**config.mk**
```make
export PLATFORM = sky130hd
export DESIGN_NAME = period_meter
export DESIGN_NICKNAME = d
export VERILOG_FILES = /design/src/rtl/period_meter.sv
export SDC_FILE = /design/constraint.sdc
export NUM_CORES = 1
export LEC_CHECK = 0
export ABC_AREA = 0
export BUFFER_PORTS_ARGS = -buffer_cell sky130_fd_sc_hd__buf_2
export CORE_MARGIN = 1.5
export CORE_UTILIZATION = 35
export CTS_CLUSTER_DIAMETER = 120
export CTS_CLUSTER_SIZE = 16
export DETAILED_ROUTE_END_ITERATION = 6
export GPL_TIMING_DRIVEN = 0
export SYNTH_ARGS = -nofsm -noshare
export SYNTH_HDL_FRONTEND = slang
export SYNTH_SLANG_ARGS = --single-unit
```
**constraint.sdc**
```tcl
create_clock -name clk_in -period 2.33 [get_ports clk_in]
set_clock_uncertainty 0.15 [all_clocks]
set_input_delay 0 -clock clk_in [delete_from_list [all_inputs] [get_ports clk_in]]
set_output_delay 0 -clock clk_in [all_outputs]
set_load 0.02 [all_outputs]
```
**src/rtl/period_meter.sv**
```systemverilog
// Measures period and high time of an asynchronous signal in clk_in cycles and
// hands each result to a consumer through a valid/ready register with sticky flags.
module period_meter #(
    parameter int unsigned WIDTH       = 32,
    parameter int unsigned TIMEOUT     = 32'd200000000,
    parameter int unsigned SYNC_STAGES = 2
) (
    input  logic             clk_in,
    input  logic             rst_n_in,
    input  logic             sig_in,
    input  logic             enable_in,
    output logic [WIDTH-1:0] period_out,
    output logic [WIDTH-1:0] high_out,
    output logic             valid_out,
    input  logic             ready_in,
    output logic             timeout_out,
    output logic             overrun_out
);

    localparam logic [WIDTH-1:0] TIMEOUT_W = WIDTH'(TIMEOUT);
    localparam logic [WIDTH-1:0] ONE_W     = WIDTH'(1);

    typedef enum logic {
        IDLE    = 1'b0,
        MEASURE = 1'b1
    } state_t;

    state_t                 state_q, state_nxt;
    logic [SYNC_STAGES-1:0] sync_q;
    logic                   s_d_q;
    logic                   s_c;
    logic                   rise_c;
    logic [WIDTH-1:0]       cnt_q, cnt_nxt;
    logic [WIDTH-1:0]       hcnt_q, hcnt_nxt;
    logic                   publish_c;
    logic                   timeout_set_c;
    logic [WIDTH-1:0]       period_nxt, high_nxt;
    logic                   valid_nxt, timeout_nxt, overrun_nxt;

    // Synchronized level and its rising edge; fixed latency cancels out of every interval.
    assign s_c    = sync_q[SYNC_STAGES-1];
    assign rise_c = s_c & ~s_d_q;

    // Next-state, counter and result-register logic.
    always_comb begin
        state_nxt     = state_q;
        cnt_nxt       = cnt_q;
        hcnt_nxt      = hcnt_q;
        publish_c     = 1'b0;
        timeout_set_c = 1'b0;
        period_nxt    = period_out;
        high_nxt      = high_out;
        valid_nxt     = valid_out;
        timeout_nxt   = timeout_out;
        overrun_nxt   = overrun_out;

        case (state_q)
            IDLE: begin
                cnt_nxt  = '0;
                hcnt_nxt = '0;
                if (enable_in && rise_c) begin
                    cnt_nxt   = ONE_W;
                    hcnt_nxt  = ONE_W;
                    state_nxt = MEASURE;
                end
            end
            MEASURE: begin
                if (!enable_in) begin
                    cnt_nxt   = '0;
                    hcnt_nxt  = '0;
                    state_nxt = IDLE;
                end else if (rise_c) begin
                    // The closing edge also opens the next period, so it counts as high.
                    publish_c = 1'b1;
                    cnt_nxt   = ONE_W;
                    hcnt_nxt  = ONE_W;
                end else if (cnt_q == TIMEOUT_W) begin
                    timeout_set_c = 1'b1;
                    cnt_nxt       = '0;
                    hcnt_nxt      = '0;
                    state_nxt     = IDLE;
                end else begin
                    cnt_nxt  = cnt_q + ONE_W;
                    hcnt_nxt = hcnt_q + WIDTH'(s_c);
                end
            end
            default: begin
                cnt_nxt   = '0;
                hcnt_nxt  = '0;
                state_nxt = IDLE;
            end
        endcase

        if (publish_c) begin
            period_nxt  = cnt_q;
            high_nxt    = hcnt_q;
            valid_nxt   = 1'b1;
            timeout_nxt = 1'b0;
            if (valid_out && !ready_in) begin
                overrun_nxt = 1'b1;
            end
        end else begin
            if (valid_out && ready_in) begin
                valid_nxt = 1'b0;
            end
            if (timeout_set_c) begin
                timeout_nxt = 1'b1;
            end
        end
    end

    // State, synchronizer and output registers.
    always_ff @(posedge clk_in) begin
        if (!rst_n_in) begin
            sync_q      <= '0;
            s_d_q       <= 1'b0;
            state_q     <= IDLE;
            cnt_q       <= '0;
            hcnt_q      <= '0;
            period_out  <= '0;
            high_out    <= '0;
            valid_out   <= 1'b0;
            timeout_out <= 1'b0;
            overrun_out <= 1'b0;
        end else begin
            sync_q      <= {sync_q[SYNC_STAGES-2:0], sig_in};
            s_d_q       <= s_c;
            state_q     <= state_nxt;
            cnt_q       <= cnt_nxt;
            hcnt_q      <= hcnt_nxt;
            period_out  <= period_nxt;
            high_out    <= high_nxt;
            valid_out   <= valid_nxt;
            timeout_out <= timeout_nxt;
            overrun_out <= overrun_nxt;
        end
    end

endmodule

```
==> key figures, run 1 <==
Yosys
  • Number of flops mapped to enable cells by yosys: 0
  • Synth area leader: dfxtp_1
  • Mapped Area: 0.00566 mm2
  • Ys flop type: dfxtp_1
  • #FFs+latches synth: 135
  • Synth cell types: 47
  • Syn. warnings: 0
  • Syn Inst Count: 658
  • Yosys top cell area share: 47.8%
  • Syn Nets: 667
  • Post-synthesis sequential area ratio: 47.8%
  • Largest cells by area after synthesis: dfxtp_1 (48%), nand2_1 (9.7%), a21boi_0 (8.6%)
  • Syn Area/Cell: 8.59 um2
  • Asr flop ratio synth: 0%

Layout
  • Register area: 0.00271 mm2
  • Fin util: 44.9%
  • Area of the multi-input gates: 0.00279 mm2
  • Layout cell share with drive strength beyond 1: 18.6%
  • Number of fill cells: 1574
  • Most common library cell in the layout ignoring fill and taps: nand2_1
  • Most frequent cells in the layout: nand2_1 (146), dfxtp_1 (130), buf_2 (73)
  • Final nets: 763
  • N_diodes: 0
  • Area Overhead vs Synth: 25.6%

Setup path
  • Startpoint Class: register
  • CP required: 2.53 ns
  • Slowest cell delay on critical path: 0.51 ns
  • Crit end category: register
  • Critical-path cell list: ha_4 > ha_4 > nand3_4 > or4_1 > buf_4 > or4_1 > a21oi_1
  • Crit Path Max Fanout: 9
  • Crit-path slowest cell: or4_1
  • Worst EP arrival: 2.44 ns
  • WS Path Type: register to register

STA
  • Final hold violations: 0
  • Rel. slew slack: 56.7%
  • Final Critical Period: 2.24 ns
  • Max-slew violation count: 0
  • Setup TNS: 0 ns
  • # setup viols final: 0
  • Max Fclk: 447 MHz
  • Worst-Margin Slew: 0.648 ns
  • Final period util: 96.1%

Worst hold path
  • Worst hold path type: input port to register

Clock network
  • Latest clock arrival within the worst-skew pair: 0.42 ns
  • CTS clk-pin slew, worst paths: 0.06 ns
  • CTS tree: built
  • # clock sinks: 135
  • Clk root buf: clkbuf_16
  • Inserted Clock Buffers: 17
  • Clock tree buffer depth: 2
  • H-tree depth: 4

Run
  • Max-capacitance violation count: 0

Drt
  • DR iter-0 viols: 191
  • WL met2: 6260 um
  • Routed wire length: 14000 um
  • DRC: 0
  • Avg Vias per Cell: 5.06
  • Vias: 4975
  • M1 WL: 7070 um
  • Top routing layer in use: met4
  • Met3 Wirelength: 450 um
  • Routed length per instance: 14.2 um
  • DRT Pass-1 Iters: 4
  • Antenna Nets Post-Route: 0

Pwr
  • Clock share of power: 56.4%
  • Total power: 5.45 mW
  • Leak: 2.37 nW
  • Max VDD drop: 535 uV
  • Net switching power: 1.05 mW
  • Gate power share: 1.1%
  • Sw Share: 19.2%
  • Cell Int Power: 4.40 mW
  • Power density over cell area: 767 mW/mm2
  • Reg power frac: 42.5%

Global routing
  • Vias in the first global route: 4511
  • Global route total overflow: 0
  • First-pass GRT wire length: 23000 um
  • Total GRT Usage: 17.4%
  • Antenna violations before repair: 0
  • Largest net degree at the start of global routing: 17

Floorplanning
  • Cell row count: 46
  • Core region area: 0.0158 mm2
  • Initial Util: 35.7%
  • Die area: 0.0169 mm2
  • DIE WIDTH: 130 um
  • I/O Pins: 72
  • Die Y: 130 um

Placed design
  • Buffers on Ports: 71
  • Final HPWL DP: 9670 um
  • RePlAce Congestion: 0.785

Run status
  • Status: complete, no violations
## critical path: cells and delay by family, from the launching register on
kind,cells,cell delay [ns]
AO/OA/AOI/OAI,1,0.16
adder cells (fa/ha/maj),2,0.31
buffers and inverters,1,0.18
flip-flops,1,0.37
AND/OR/NAND/NOR,3,1.01
## final cells by class
type | count | share of cell area (%)
clock inverter | 12 | 3.13
clock buffer | 20 | 6.43
sequential | 135 | 38.1
multi-input combinational | 471 | 39.2
inverter | 11 | 0.581
tap | 216 | 3.80
timing repair buffer | 80 | 6.09
buffer | 38 | 2.61
## kinds of logic (layout without fill, tap and decap cells)
group | Yosys count | after routing | share of synthesized area (%)
XOR/XNOR | 26 | 26 | 4.03
buffers and inverters | 52 | 161 | 3.98
AND/OR/NAND/NOR | 301 | 301 | 26.6
flip-flops | 135 | 135 | 47.8
AO/OA/AOI/OAI | 140 | 140 | 16.7
adder cells (fa/ha/maj) | 4 | 4 | 0.885
## flip-flops by register name (all words and copies together) (netlist names)
signal	cells
cnt_q	32
period_out	32
hcnt_q	32
high_out	32
sync_q	2
timeout_out	1
overrun_out	1
s_d_q	1
state_q	1
valid_out	1
## synthesized netlist by cell type (all sizes together) (2+ instances only)
cell type  count
nand2        146
a21oi         34
clkbuf        33
ha             4
inv           11
or4           25
nor4b          2
and4           9
and2           7
nand3         22
dfxtp        135
xor2          12
nor3           5
nand2b         2
buf            8
xnor2         14
o21ai         12
a21boi        65
nor2          32
nor4           8
nand4         22
o22ai          2
o31ai         20
nor3b          2
and3           3
or3           10
nor4bb         2
o41ai          2
## power by group through the flow
stage	sequential, mW	combinational, mW	clock (mW)
after global routing	2.31	0.0659	3.22
after CTS	2.31	0.0608	3.13
final	2.32	0.0606	3.07
after floorplan	2.36	0.0358	0
after detailed placement	2.36	0.0551	0
after global placement	2.36	0.0549	0
## per-stage QoR
stage,cells,area (um2),hold slack [ns],setup slack (ns)
3_5_place_dp,945,6280,0.0901,-0.181
2_1_floorplan,658,5660,-0.0227,0.0741
5_1_grt,983,7100,0.199,-0.00243
3_3_place_gp,945,6280,0.0820,-0.170
6_report,983,7100,0.194,0.0916
4_1_cts,982,7050,0.187,0.0150
## metal layers
layer / track usage, % / up-vias
li1: - / 2515
met1: 24.3 / 2354
met2: 25.9 / 90
met3: 3.94 / 16
met4: 6.86 / 0
met5: 0 / -
## repair_timing
item	CTS	global route
setup endpoints to repair	46	108
endpoints found under the hold margin	8	0
pin swaps	1	2
resized for setup	13	13
buffers inserted	1	4
hold buffers	4	0
## final timing paths
kind	from	to	slack, ns	cells after the start
worst min-delay path	sig_in	sync_q[0]	0.19	3
worst max register to register	sync_q[1]	hcnt_q[28]	0.09	7
worst min register to register	sync_q[0]	sync_q[1]	0.30	1
worst max-delay path	sync_q[1]	hcnt_q[28]	0.09	7
No activity file was read; power rests on OpenSTA's default activity.
==> run 2, diff against run 1 <==
- CELL_PAD_IN_SITES_DETAIL_PLACEMENT: not set -> 0
- CELL_PAD_IN_SITES_GLOBAL_PLACEMENT: not set -> 1
- PLACE_DENSITY_LB_ADDON: not set -> 0.1
==> key figures, run 2 (synthesis gave the netlist of run 1 again) <==
Setup path
  • Crit end category: register
  • Crit Path Max Fanout: 9 (unchanged)
  • Worst EP arrival: 2.42 ns (-0.02 ns)
  • Startpoint Class: register
  • CP required: 2.53 ns (about the same)
  • WS Path Type: register to register

STA
  • Rel. slew slack: 53.1% (-3.7 points)
  • # setup viols final: 0 (unchanged)
  • Max-slew violation count: 0 (unchanged)
  • Worst-Margin Slew: 0.702 ns (+0.0535 ns)
  • Final Critical Period: 2.22 ns (-0.0156 ns)
  • Final period util: 95.4% (-0.67 points)
  • Max Fclk: 450 MHz (+0.70%)
  • Final hold violations: 0 (unchanged)
  • Worst Slack Setup Final: 0.107 ns (+0.0156 ns)

Placed design
  • Place WS: -0.235 ns (-0.0542 ns)
  • Buffers on Ports: 71 (unchanged)
  • Final HPWL DP: 10300 um (+7.0%)
  • RePlAce Congestion: 0.811 (+3.4%)

Pwr
  • Cell Int Power: 3.74 mW (-15%)
  • Reg power frac: 48.2% (+5.7 points)
  • Gate power share: 1.3% (+0.2 points)
  • Max VDD drop: 536 uV (+0.18%)
  • Net switching power: 1.05 mW (+0.53%)
  • Sw Share: 21.9% (+2.7 points)
  • Total power: 4.80 mW (-12%)
  • Clock share of power: 50.5% (-5.9 points)
  • Power density over cell area: 690 mW/mm2 (-10%)
  • Leak: 2.29 nW (-3.4%)

Layout
  • Layout cell share with drive strength beyond 1: 18.1% (-0.58 points)
  • Area Overhead vs Synth: 22.9%
  • Most frequent cells in the layout: nand2_1 (146), dfxtp_1 (131), buf_2 (73)
  • Final nets: 760 (-0.39%)
  • Most common library cell in the layout ignoring fill and taps: nand2_1
  • Number of fill cells: 1626 (+3.3%)
  • N_diodes: 0 (unchanged)

Global routing
  • Global route total overflow: 0 (unchanged)
  • First-pass GRT wire length: 24000 um (+4.2%)
  • Total GRT Usage: 18.4% (+1.0 points)
  • Vias in the first global route: 4678 (+3.7%)
  • Largest net degree at the start of global routing: 17 (unchanged)
  • Antenna violations before repair: 0 (unchanged)

Clock network
  • Latest clock arrival within the worst-skew pair: 0.42 ns (about the same)
  • # clock sinks: 135 (unchanged)
  • H-tree depth: 4 (unchanged)
  • CTS clk-pin slew, worst paths: 0.06 ns (about the same)
  • Clock tree buffer depth: 2 (unchanged)
  • Clk root buf: clkbuf_16
  • CTS tree: built
  • Inserted Clock Buffers: 17 (unchanged)

Floorplanning
  • I/O Pins: 72 (unchanged)
  • DIE WIDTH: 130 um (unchanged)
  • Die area: 0.0169 mm2 (unchanged)
  • Cell row count: 46 (unchanged)
  • Core region area: 0.0158 mm2 (unchanged)
  • Die Y: 130 um (unchanged)
  • Initial Util: 35.7% (unchanged)

Drt
  • M1 WL: 7600 um (+7.5%)
  • Met3 Wirelength: 577 um (+28%)
  • DRC: 0 (unchanged)
  • Routed wire length: 14600 um (+4.5%)
  • Vias: 4910 (-1.3%)
  • WL met2: 6300 um (+0.59%)
  • Antenna Nets Post-Route: 0 (unchanged)
  • Routed length per instance: 14.9 um (+4.9%)
  • DRT Pass-1 Iters: 4 (unchanged)
  • Top routing layer in use: met4
  • Avg Vias per Cell: 5.01 (-1.0%)
  • DR iter-0 viols: 263 (+38%)

Run status
  • Status: complete, no violations

Run
  • Max-capacitance violation count: 0 (unchanged)

Worst hold path
  • Worst hold path type: input port to register
==> run 2: cell count changes in the layout (fill, tap and decap cells not counted), sizes merged <==
cell,previous run,this run
bufinv,6,0
clkinvlp,2,5
clkinv,4,7
buf,83,80
==> run 2: area by class of cell <==
type / instances / area (um2) / share of cell area (%)
Clock buffer: 20 / 457 / 6.57
Sequential cell: 135 / 2710 / 39.0
Inverter: 11 / 41.3 / 0.594
Clock inverter: 12 / 80.1 / 1.15
Timing Repair Buffer: 77 / 410 / 5.91
Multi-Input combinational cell: 471 / 2790 / 40.1
Tap cell: 216 / 270 / 3.89
Buffer: 38 / 190 / 2.74
==> run 2: repair_timing <==
action / in CTS / in global routing
gates cloned: 0 / 0
gates resized for setup: 18 / 9
buffers inserted: 0 / 2
setup endpoints to repair: 58 / 53
pin swaps: 1 / 1
hold endpoints to repair: 7 / 0
hold buffers: 4 / 0
==> run 2: final timing paths <==
kind,from,to,slack [ns],cells past startpoint
worst max-delay path,sync_q[1],hcnt_q[24],0.11,7
worst min-delay path,sig_in,sync_q[0],0.17,3
worst max register to register,sync_q[1],hcnt_q[24],0.11,7
worst min register to register,period_out[14],period_out[14],0.31,2
==> run 2: power groups by stage <==
stage / Clock [mW] / Sequential (mW) / Combinational (mW)
final: 2.42 / 2.31 / 0.0616
after global routing: 2.59 / 2.31 / 0.0671
after CTS: 2.48 / 2.31 / 0.0629
after detailed placement: 0 / 2.37 / 0.0565
after global placement: 0 / 2.37 / 0.0554
after floorplan: 0 / 2.36 / 0.0358
==> run 2: worst max-delay path, cell delays in order, from the launching register on <==
cell and delay, ns:
dfxtp_4 0.37, ha_4 0.17, ha_4 0.15, nand3_4 0.09, or4_4 0.53, buf_6 0.15
or4_1 0.40, a21oi_1 0.15
==> run 2: routing by layer <==
metal	GRT usage, %	up-vias
li1	-	2517
met1	26.0	2281
met2	27.3	100
met3	4.06	12
met4	6.67	0
met5	0	-
==> run 2: per-stage QoR <==
step	setup TNS (ns)	hold slack, ns	utilization, %	area [um2]	instances
final	0	0.172	43.9	6950	980
after global routing	-0.00278	0.177	43.9	6950	980
after CTS	0	0.153	43.7	6920	981
after detailed placement	-8.12	0.0627	39.7	6280	945
after global placement	-7.03	0.0664	39.7	6280	945
after floorplan	0	-0.0227	-	5660	658
